===== src/rtl/reg_port_seq_if.sv =====
// rtl/reg_port_seq_if.sv - operand request/response and register-file port bundle for reg_port_seq
interface reg_port_seq_if #(
  parameter int DATA_W = 32,
  parameter int ADDR_W = 5
);
  logic              req_valid;
  logic              req_ready;
  logic [ADDR_W-1:0] req_rs1;
  logic [ADDR_W-1:0] req_rs2;
  logic [ADDR_W-1:0] req_rd;
  logic              req_wr_en;
  logic [DATA_W-1:0] req_wr_data;
  logic              rsp_valid;
  logic              rsp_ready;
  logic [DATA_W-1:0] rsp_rs1_data;
  logic [DATA_W-1:0] rsp_rs2_data;
  logic              rf_reg_write;
  logic [ADDR_W-1:0] rf_reg_adress;
  logic [DATA_W-1:0] rf_data_write;
  logic [DATA_W-1:0] rf_data_read;

  modport master (
    output req_valid, req_rs1, req_rs2, req_rd, req_wr_en, req_wr_data, rsp_ready, rf_data_read,
    input  req_ready, rsp_valid, rsp_rs1_data, rsp_rs2_data, rf_reg_write, rf_reg_adress, rf_data_write
  );

  modport slave (
    input  req_valid, req_rs1, req_rs2, req_rd, req_wr_en, req_wr_data, rsp_ready, rf_data_read,
    output req_ready, rsp_valid, rsp_rs1_data, rsp_rs2_data, rf_reg_write, rf_reg_adress, rf_data_write
  );
endinterface


===== src/rtl/reg_port_seq.sv =====
// rtl/reg_port_seq.sv - serializes rs1/rs2 reads and optional rd write onto a single-port register file
// Optional SPARC %g0 semantics (reads of r0 return 0, writes to r0 dropped) under `define G0_ZERO_EN.
module reg_port_seq #(
  parameter int DATA_W = 32,
  parameter int ADDR_W = 5
) (
  input logic          clk,
  input logic          rst,
  reg_port_seq_if.slave bus
);

`ifdef G0_ZERO_EN
  localparam bit G0_ZERO = 1'b1;
`else
  localparam bit G0_ZERO = 1'b0;
`endif

  typedef enum logic [2:0] {IDLE, RD1, RD2, WRC, RESP} state_t;

  state_t            state, state_nxt;
  logic [ADDR_W-1:0] rs1_q, rs2_q, rd_q;
  logic              wr_en_q;
  logic [DATA_W-1:0] wr_data_q;
  logic              req_ready_q, rsp_valid_q;
  logic [DATA_W-1:0] rs1_data_q, rs2_data_q;
  logic              rf_we;
  logic [ADDR_W-1:0] rf_addr;
  logic [DATA_W-1:0] rf_wd;
  logic              accept;
  logic              do_write;
  logic              rs1_zero, rs2_zero;

  assign accept   = bus.req_valid && req_ready_q;
  assign do_write = wr_en_q && !(G0_ZERO && (rd_q == '0));
  assign rs1_zero = G0_ZERO && (rs1_q == '0);
  assign rs2_zero = G0_ZERO && (rs2_q == '0);

  // rf_* depend only on state and latched request fields, never on live req_*/rsp_ready.
  always_comb begin
    state_nxt = state;
    rf_we     = 1'b0;
    rf_addr   = '0;
    rf_wd     = '0;
    case (state)
      IDLE: if (accept) state_nxt = RD1;
      RD1: begin
        rf_addr   = rs1_q;
        state_nxt = RD2;
      end
      RD2: begin
        rf_addr   = rs2_q;
        state_nxt = WRC;
      end
      WRC: begin
        if (do_write) begin
          rf_we   = 1'b1;
          rf_addr = rd_q;
          rf_wd   = wr_data_q;
        end else begin
          rf_addr = rs2_q;
        end
        state_nxt = RESP;
      end
      RESP: if (bus.rsp_ready) state_nxt = IDLE;
      default: state_nxt = IDLE;
    endcase
  end

  always_ff @(posedge clk or posedge rst) begin
    if (rst) begin
      state       <= IDLE;
      rs1_q       <= '0;
      rs2_q       <= '0;
      rd_q        <= '0;
      wr_en_q     <= 1'b0;
      wr_data_q   <= '0;
      req_ready_q <= 1'b1;
      rsp_valid_q <= 1'b0;
      rs1_data_q  <= '0;
      rs2_data_q  <= '0;
    end else begin
      state       <= state_nxt;
      req_ready_q <= (state_nxt == IDLE);
      rsp_valid_q <= (state_nxt == RESP);
      if (accept) begin
        rs1_q     <= bus.req_rs1;
        rs2_q     <= bus.req_rs2;
        rd_q      <= bus.req_rd;
        wr_en_q   <= bus.req_wr_en;
        wr_data_q <= bus.req_wr_data;
      end
      // The file's read port is registered, so each operand lands one state after its address.
      if (state == RD2) rs1_data_q <= rs1_zero ? '0 : bus.rf_data_read;
      if (state == WRC) rs2_data_q <= rs2_zero ? '0 : bus.rf_data_read;
    end
  end

  assign bus.req_ready     = req_ready_q;
  assign bus.rsp_valid     = rsp_valid_q;
  assign bus.rsp_rs1_data  = rs1_data_q;
  assign bus.rsp_rs2_data  = rs2_data_q;
  assign bus.rf_reg_write  = rf_we;
  assign bus.rf_reg_adress = rf_addr;
  assign bus.rf_data_write = rf_wd;

endmodule


===== src/flat_wrapper.sv =====
// flat-port wrapper written by rule: the top's interface ports become plain ports
module reg_port_seq_flat 
#(
  parameter int DATA_W = 32,
  parameter int ADDR_W = 5
)
  (clk, rst, bus_req_valid, bus_req_rs1, bus_req_rs2, bus_req_rd, bus_req_wr_en, bus_req_wr_data, bus_rsp_ready, bus_rf_data_read, bus_req_ready, bus_rsp_valid, bus_rsp_rs1_data, bus_rsp_rs2_data, bus_rf_reg_write, bus_rf_reg_adress, bus_rf_data_write);
  reg_port_seq_if #(.DATA_W(DATA_W), .ADDR_W(ADDR_W)) bus_i ();
  input logic clk;
  input logic rst;
  input wire logic [$bits(bus_i.req_valid)-1:0] bus_req_valid;
  input wire logic [$bits(bus_i.req_rs1)-1:0] bus_req_rs1;
  input wire logic [$bits(bus_i.req_rs2)-1:0] bus_req_rs2;
  input wire logic [$bits(bus_i.req_rd)-1:0] bus_req_rd;
  input wire logic [$bits(bus_i.req_wr_en)-1:0] bus_req_wr_en;
  input wire logic [$bits(bus_i.req_wr_data)-1:0] bus_req_wr_data;
  input wire logic [$bits(bus_i.rsp_ready)-1:0] bus_rsp_ready;
  input wire logic [$bits(bus_i.rf_data_read)-1:0] bus_rf_data_read;
  output wire logic [$bits(bus_i.req_ready)-1:0] bus_req_ready;
  output wire logic [$bits(bus_i.rsp_valid)-1:0] bus_rsp_valid;
  output wire logic [$bits(bus_i.rsp_rs1_data)-1:0] bus_rsp_rs1_data;
  output wire logic [$bits(bus_i.rsp_rs2_data)-1:0] bus_rsp_rs2_data;
  output wire logic [$bits(bus_i.rf_reg_write)-1:0] bus_rf_reg_write;
  output wire logic [$bits(bus_i.rf_reg_adress)-1:0] bus_rf_reg_adress;
  output wire logic [$bits(bus_i.rf_data_write)-1:0] bus_rf_data_write;
  assign bus_i.req_valid = bus_req_valid;
  assign bus_i.req_rs1 = bus_req_rs1;
  assign bus_i.req_rs2 = bus_req_rs2;
  assign bus_i.req_rd = bus_req_rd;
  assign bus_i.req_wr_en = bus_req_wr_en;
  assign bus_i.req_wr_data = bus_req_wr_data;
  assign bus_i.rsp_ready = bus_rsp_ready;
  assign bus_i.rf_data_read = bus_rf_data_read;
  assign bus_req_ready = bus_i.req_ready;
  assign bus_rsp_valid = bus_i.rsp_valid;
  assign bus_rsp_rs1_data = bus_i.rsp_rs1_data;
  assign bus_rsp_rs2_data = bus_i.rsp_rs2_data;
  assign bus_rf_reg_write = bus_i.rf_reg_write;
  assign bus_rf_reg_adress = bus_i.rf_reg_adress;
  assign bus_rf_data_write = bus_i.rf_data_write;
  reg_port_seq #(.DATA_W(DATA_W), .ADDR_W(ADDR_W)) u_core (.clk(clk), .rst(rst), .bus(bus_i));
endmodule

===== config.mk =====
export PLATFORM = sky130hd
export DESIGN_NAME = reg_port_seq_flat
export DESIGN_NICKNAME = d
export VERILOG_FILES = /design/src/rtl/reg_port_seq_if.sv /design/src/rtl/reg_port_seq.sv /design/src/flat_wrapper.sv
export SDC_FILE = /design/constraint.sdc
export NUM_CORES = 1
export LEC_CHECK = 0
export CAP_MARGIN = 15
export CORE_UTILIZATION = 42
export CTS_CLUSTER_SIZE = 8
export DETAILED_ROUTE_END_ITERATION = 12
export PLACE_DENSITY = 0.77
export SLEW_MARGIN = 20
export SYNTH_ARGS = -nofsm -noshare
export SYNTH_HDL_FRONTEND = slang
export SYNTH_SLANG_ARGS = --single-unit
export TNS_END_PERCENT = 10

===== constraint.sdc =====
create_clock -name clk -period 4.85 [get_ports clk]
set_clock_uncertainty 0.15 [all_clocks]
set_input_delay 0.485 -clock clk [delete_from_list [all_inputs] [get_ports clk]]
set_output_delay 0.485 -clock clk [all_outputs]
set_load 0.02 [all_outputs]

==> results of run 1 <==
how the worst max path moves through the flow:
stage	from	endpoint	slack [ns]
floorplan	rst	u_core.bus.rsp_rs1_data[0]	1.12
global placement	u_core.do_write	bus_rf_reg_adress[4]	1.93
global route	u_core.do_write	bus_rf_reg_adress[4]	1.23
finish	u_core.do_write	bus_rf_reg_adress[1]	1.47
CTS	u_core.do_write	bus_rf_reg_adress[4]	1.43
detailed placement	u_core.do_write	bus_rf_reg_adress[4]	1.89
Yosys cell counts:
cell / instances / area [um^2]
mux2i_1: 3 / 30.0
clkbuf_1: 5 / 18.8
a31o_1: 1 / 8.76
and2_1: 1 / 6.26
nor2_1: 1 / 3.75
inv_1: 2 / 7.51
nand4_1: 2 / 12.5
mux2_1: 2 / 22.5
nor2b_1: 1 / 6.26
a21oi_2: 1 / 8.76
a21oi_1: 2 / 10.0
a31oi_1: 2 / 12.5
nor3_1: 1 / 5.00
nor3b_1: 1 / 7.51
nand2_1: 8 / 30.0
buf_6: 13 / 146
buf_2: 5 / 25.0
or2_2: 1 / 6.26
o21ai_0: 3 / 15.0
and3b_1: 1 / 8.76
and3_1: 32 / 200
nor3b_4: 1 / 18.8
dfrtp_1: 116 / 2900
nand2b_1: 1 / 6.26
dfstp_2: 1 / 26.3
a31o_4: 1 / 17.5
nand3_1: 2 / 10.0
mux2_4: 32 / 480
mux2_2: 78 / 878
area by class of cell:
cell class                      instances  area [um^2]  share of cell area (%)
Clock buffer                           25          495                    6.74
Clock inverter                          5         25.0                   0.340
Inverter                                2         10.0                   0.136
Multi-Input combinational cell        178         1810                    24.7
Sequential cell                       117         2930                    39.8
Tap cell                              143          179                    2.43
Timing Repair Buffer                  191         1900                    25.9
flip-flops by register name (all words and copies together), names as in the netlist:
name and count:
u_core.bus.req_ready 1, u_core.bus.rsp_valid 1, u_core.bus.rsp_rs1_data 32, u_core.rd_q 5, u_core.state 3, u_core.bus.rsp_rs2_data 32, u_core.wr_data_q 32, u_core.rs2_q 5
u_core.rs1_q 5, u_core.do_write 1
routing by layer:
layer  track usage, %  routed length [um]  vias to the layer above
met5                0                   0                        -
met4             8.18                 172                        0
met3             6.58                 970                       15
met2             31.8                5640                      130
met1             23.3                4780                     1644
li1                 -                   -                     1503
cells by family after synthesis:
kind of cell | count (synthesis) | share of synthesized area [%]
buffers and inverters | 25 | 4.01
multiplexers | 115 | 28.6
AND/OR/NAND/NOR | 53 | 6.52
AO/OA/AOI/OAI | 10 | 1.47
flip-flops | 117 | 59.4
stage by stage:
| stage | hold slack, ns | instance area [um^2] | setup WS (ns) | std cells |
|---|---|---|---|---|
| floorplan | 0.321 | 4930 | 1.12 | 320 |
| finish | 0.343 | 7350 | 1.47 | 661 |
| global route | 0.357 | 7350 | 1.23 | 661 |
| global placement | 0.319 | 6830 | 1.93 | 631 |
| CTS | 0.347 | 7350 | 1.43 | 661 |
| detailed placement | 0.335 | 6830 | 1.89 | 631 |
worst max-delay path, cell delays in order (launching register included):
cell and delay [ns]:
dfrtp_1 0.97, nand2_1 0.39, mux2i_1 0.20, o21ai_0 0.16
clkdlybuf4s50_1 0.62
power by group through the flow:
| stage | combinational [mW] | clock [mW] | sequential, mW |
|---|---|---|---|
| floorplan | 1.16 | 0 | 2.05 |
| global placement | 2.28 | 0 | 1.78 |
| detailed placement | 2.32 | 0 | 1.81 |
| CTS | 2.33 | 1.12 | 1.80 |
| global route | 2.44 | 1.17 | 1.87 |
| finish | 2.30 | 1.10 | 1.80 |
==> results.sh, run 1 <==
export IMPL_path_class="reg2out"
export IMPL_grt_pass1_wl_um=17400
export IMPL_syn_avg_cell_area_um2=15.4
export IMPL_max_freq_ghz=0.296
export IMPL_cts_max_level=4
export IMPL_syn_nets=404
export IMPL_post_cts_buffers=0
export IMPL_min_from="u_core.wr_data_q[18]"
export IMPL_drv_cap=0
export IMPL_ys_seq_elements=117
export IMPL_hold_path_class="reg2reg"
export IMPL_cts_clk_slew_worst_paths_ns=0.05
export IMPL_antenna_found_initial=0
export IMPL_rows=39
export IMPL_syn_area_um2=4930
export IMPL_p_sw_share_pct=33.0
export IMPL_rr_worst_depth=3
export IMPL_power_leakage_nw=3.22
export IMPL_tns_ns=0
export IMPL_clkLatencyLatePin_ns=0.40
export IMPL_whs_path_depth=1
export IMPL_syn_inst=320
export IMPL_p_seq_share_pct=34.6
export IMPL_final_cell_mix="clkdlybuf4s50_1, dfrtp_1, mux2_2"
export IMPL_p_int_mw=3.48
export IMPL_final_util_pct=64.4
export IMPL_final_hold_viol_count=0
export IMPL_drive_gt1_share_pct=28.6
export IMPL_cts_tree="built"
export IMPL_layout_commonest_cell="clkdlybuf4s50_1"
export IMPL_min_to="u_core.wr_data_q[18]"
export IMPL_drt_initial_drc_count=159
export IMPL_reg2reg_to="u_core.bus.rsp_rs2_data[16]"
export IMPL_cts_path_max_buffers=2
export IMPL_grt_max_degree=50
export IMPL_first_global_vias=3391
export IMPL_worst_setup_path_end_kind="output pin"
export IMPL_gp_congestion=0.718
export IMPL_fin_crit_sh_pct=69.7
export IMPL_die_w_um=110
export IMPL_setup_viol=0
export IMPL_wl_per_cell_um=17.5
export IMPL_crit_path_start_kind="flop"
export IMPL_status="completed"
export IMPL_dieArea_um2=12200
export IMPL_rrSetupSlack_ns=2.36
export IMPL_arrival_ns=2.75
export IMPL_core_area_um2=11400
export IMPL_slew_violations=0
export IMPL_drt_wl_total_um=11600
export IMPL_worstMarginPinSlew_ns=0.964
export IMPL_drcViolationCount=0
export IMPL_fin_crit_ns=3.38
export IMPL_fin_nets=591
export IMPL_grt_use_total_pct=19.4
export IMPL_hpwl_um=7960
export IMPL_comb_power_share_pct=44.2
export IMPL_cts_made_buffers=17
export IMPL_drtPass1Iterations=4
export IMPL_antenna_cells=0
export IMPL_initial_core_util_pct=43.2
export IMPL_cts_resized=0
export IMPL_peakVddDrop_uv=413
export IMPL_vias_per_cell=4.98
export IMPL_ys_warn_count=0
export IMPL_area_delta_synth_final_pct=49.1
export IMPL_relSlewSlack_pct=35.7
export IMPL_dr_total_vias=3292
export IMPL_power_mw=5.20
export IMPL_power_density_nw_per_um2=707
export IMPL_clockPowerShare_pct=21.1
export IMPL_cp_required_ns=4.22
export IMPL_p_switching_mw=1.72
export IMPL_overflow=0
export IMPL_crit_fanout=37
export IMPL_rsz0062_at_grt="false"
export IMPL_ys_seq_area_share_pct=59.4
export IMPL_fillers=867
export IMPL_cts_root_buf="clkbuf_16"
export IMPL_dieHeight_um=110
export IMPL_cts_hold_buf=0
export IMPL_pin_count=188
export IMPL_io_buffers=187
export IMPL_reg2reg_from="u_core.state[1]"
export IMPL_clkSinkCount=117
export IMPL_drtAntennaViolNets=0
export IMPL_synthDistinctLibCells=29
(Power assumes the default switching activity.)
==> inputs of run 2 (changes only) <==
clock period = 3.26 ns   (was 4.85 ns; I/O delays follow)
==> results.sh, run 2 (synthesis results as in run 1) <==
export IMPL_status="completed"
export IMPL_power_density_nw_per_um2=1070
export IMPL_cts_tree="built"
export IMPL_wl_per_cell_um=17.0
export IMPL_multiInputGateArea_um2=1810
export IMPL_clkLatencyLatePin_ns=0.40
export IMPL_fin_crit_sh_pct=91.9
export IMPL_p_int_mw=5.39
export IMPL_antenna_found_initial=0
export IMPL_stdcell_count=665
export IMPL_cp_required_ns=2.78
export IMPL_arrival_ns=2.52
export IMPL_io_buffers=187
export IMPL_fin_crit_ns=2.99
export IMPL_drv_cap=0
export IMPL_cts_made_buffers=17
export IMPL_p_seq_share_pct=33.2
export IMPL_p_sw_share_pct=32.4
export IMPL_clockPowerShare_pct=23.1
export IMPL_cts_max_level=4
export IMPL_grt_max_degree=94
export IMPL_setup_viol=0
export IMPL_tns_ns=0
export IMPL_dieArea_um2=12200
export IMPL_cp_slowest_cell="and3b_4"
export IMPL_power_leakage_nw=3.27
export IMPL_grt_pass1_wl_um=17000
export IMPL_peakVddDrop_uv=808
export IMPL_slowest_delay_ns=0.72
export IMPL_gp_congestion=0.725
export IMPL_first_global_vias=3293
export IMPL_crit_fanout=44
export IMPL_post_route_cell_area_um2=7470
export IMPL_p_switching_mw=2.59
export IMPL_fillers=812
export IMPL_rsz0062_at_grt="false"
export IMPL_core_area_um2=11400
export IMPL_crit_buf_inv=1
export IMPL_cts_path_max_buffers=2
export IMPL_cts_clk_slew_worst_paths_ns=0.05
export IMPL_post_place_cells=634
export IMPL_hold_path_class="in2async"
export IMPL_cts_root_buf="clkbuf_16"
export IMPL_vias_per_cell=4.93
export IMPL_fin_nets=594
export IMPL_antenna_cells=0
export IMPL_drtAntennaViolNets=0
export IMPL_pin_count=188
export IMPL_overflow=0
export IMPL_drive_gt1_share_pct=29.9
export IMPL_max_freq_ghz=0.334
export IMPL_power_mw=7.97
export IMPL_initial_core_util_pct=43.2
export IMPL_reg2reg_from="u_core.state[2]"
export IMPL_relSlewSlack_pct=61.6
export IMPL_grt_use_total_pct=19.0
export IMPL_slew_violations=0
export IMPL_rows=39
export IMPL_drcViolationCount=0
export IMPL_place_area_um2=6880
export IMPL_worstMarginPinSlew_ns=0.575
export IMPL_layout_commonest_cell="clkdlybuf4s50_1"
export IMPL_die_w_um=110
export IMPL_path_class="reg2out"
export IMPL_drtPass1Iterations=4
export IMPL_comb_power_share_pct=43.8
export IMPL_final_cell_mix="clkdlybuf4s50_1, dfrtp_1, mux2_2"
export IMPL_area_delta_synth_final_pct=51.5
export IMPL_crit_family="simple AND/OR/NAND/NOR gates"
export IMPL_post_cts_buffers=0
export IMPL_clkSinkCount=117
export IMPL_drt_initial_drc_count=115
export IMPL_crit_chain="and3b_4, and3_1, clkdlybuf4s50_1"
export IMPL_hpwl_um=7820
export IMPL_final_hold_viol_count=0
export IMPL_dieHeight_um=110
export IMPL_crit_path_start_kind="flop"
export IMPL_dr_total_vias=3280
export IMPL_worst_setup_path_end_kind="output pin"
export IMPL_register_area_um2=2930
export IMPL_startpoint="u_core.state[2]"
export IMPL_drt_wl_total_um=11300
## run 2: final timing paths
check / endpoint / slack [ns] / cells after the start
max in group asynchronous: u_core.bus.req_ready / 1.92 / 3
worst max-delay path: bus_rf_data_write[1] / 0.27 / 3
min in group clk: u_core.wr_data_q[13] / 0.34 / 1
worst min-delay path: u_core.bus.rsp_rs2_data[31] / 0.17 / 2
worst min register to register: u_core.wr_data_q[13] / 0.34 / 1
worst max register to register: u_core.bus.rsp_rs2_data[9] / 1.09 / 3
## run 2: power by group through the flow
stage               combinational (mW)  clock (mW)  sequential [mW]
global placement                  3.46           0             2.62
floorplan                         1.72           0             3.05
finish                            3.49        1.84             2.64
CTS                               3.53        1.88             2.65
detailed placement                3.51           0             2.67
global route                      3.72        1.94             2.74
## run 2: layer usage
layer,vias to the layer above,GRT usage (%),routed length [um]
li1,1510,-,-
met1,1631,22.2,4650
met2,130,31.5,5560
met3,9,7.58,989
met4,0,6.86,78
met5,-,0,0
## run 2: through the flow
stage | worst slack, ns | hold WS [ns] | util [%]
3_5_place_dp | 0.548 | 0.334 | 60.2
5_1_grt | 0.169 | 0.217 | 65.5
2_1_floorplan | 1.36 | 0.311 | -
4_1_cts | 0.118 | 0.177 | 65.4
3_3_place_gp | 0.609 | 0.319 | 60.2
6_report | 0.265 | 0.169 | 65.5
## run 2: worst reg2reg max path, delay by kind of cell, from the launching register on
family	cells	cell delay, ns
DFF	1	0.49
and+or+nand+nor	1	0.72
buffers and inverters	1	0.36
muxes	1	0.32
## run 2: cell type report
class | count | area share [%]
clock inverters | 9 | 1.34
repair buffers | 194 | 26.1
multi-input cells | 178 | 24.2
flip-flops and latches | 117 | 39.2
clock buffers | 22 | 6.61
inverters | 2 | 0.151
well taps | 143 | 2.39
## run 2: repair_timing
item / 4_1_cts / 5_1_grt
gates resized for setup: 0 / 1
hold buffers: 0 / 0
endpoints found under the setup margin: 0 / 2
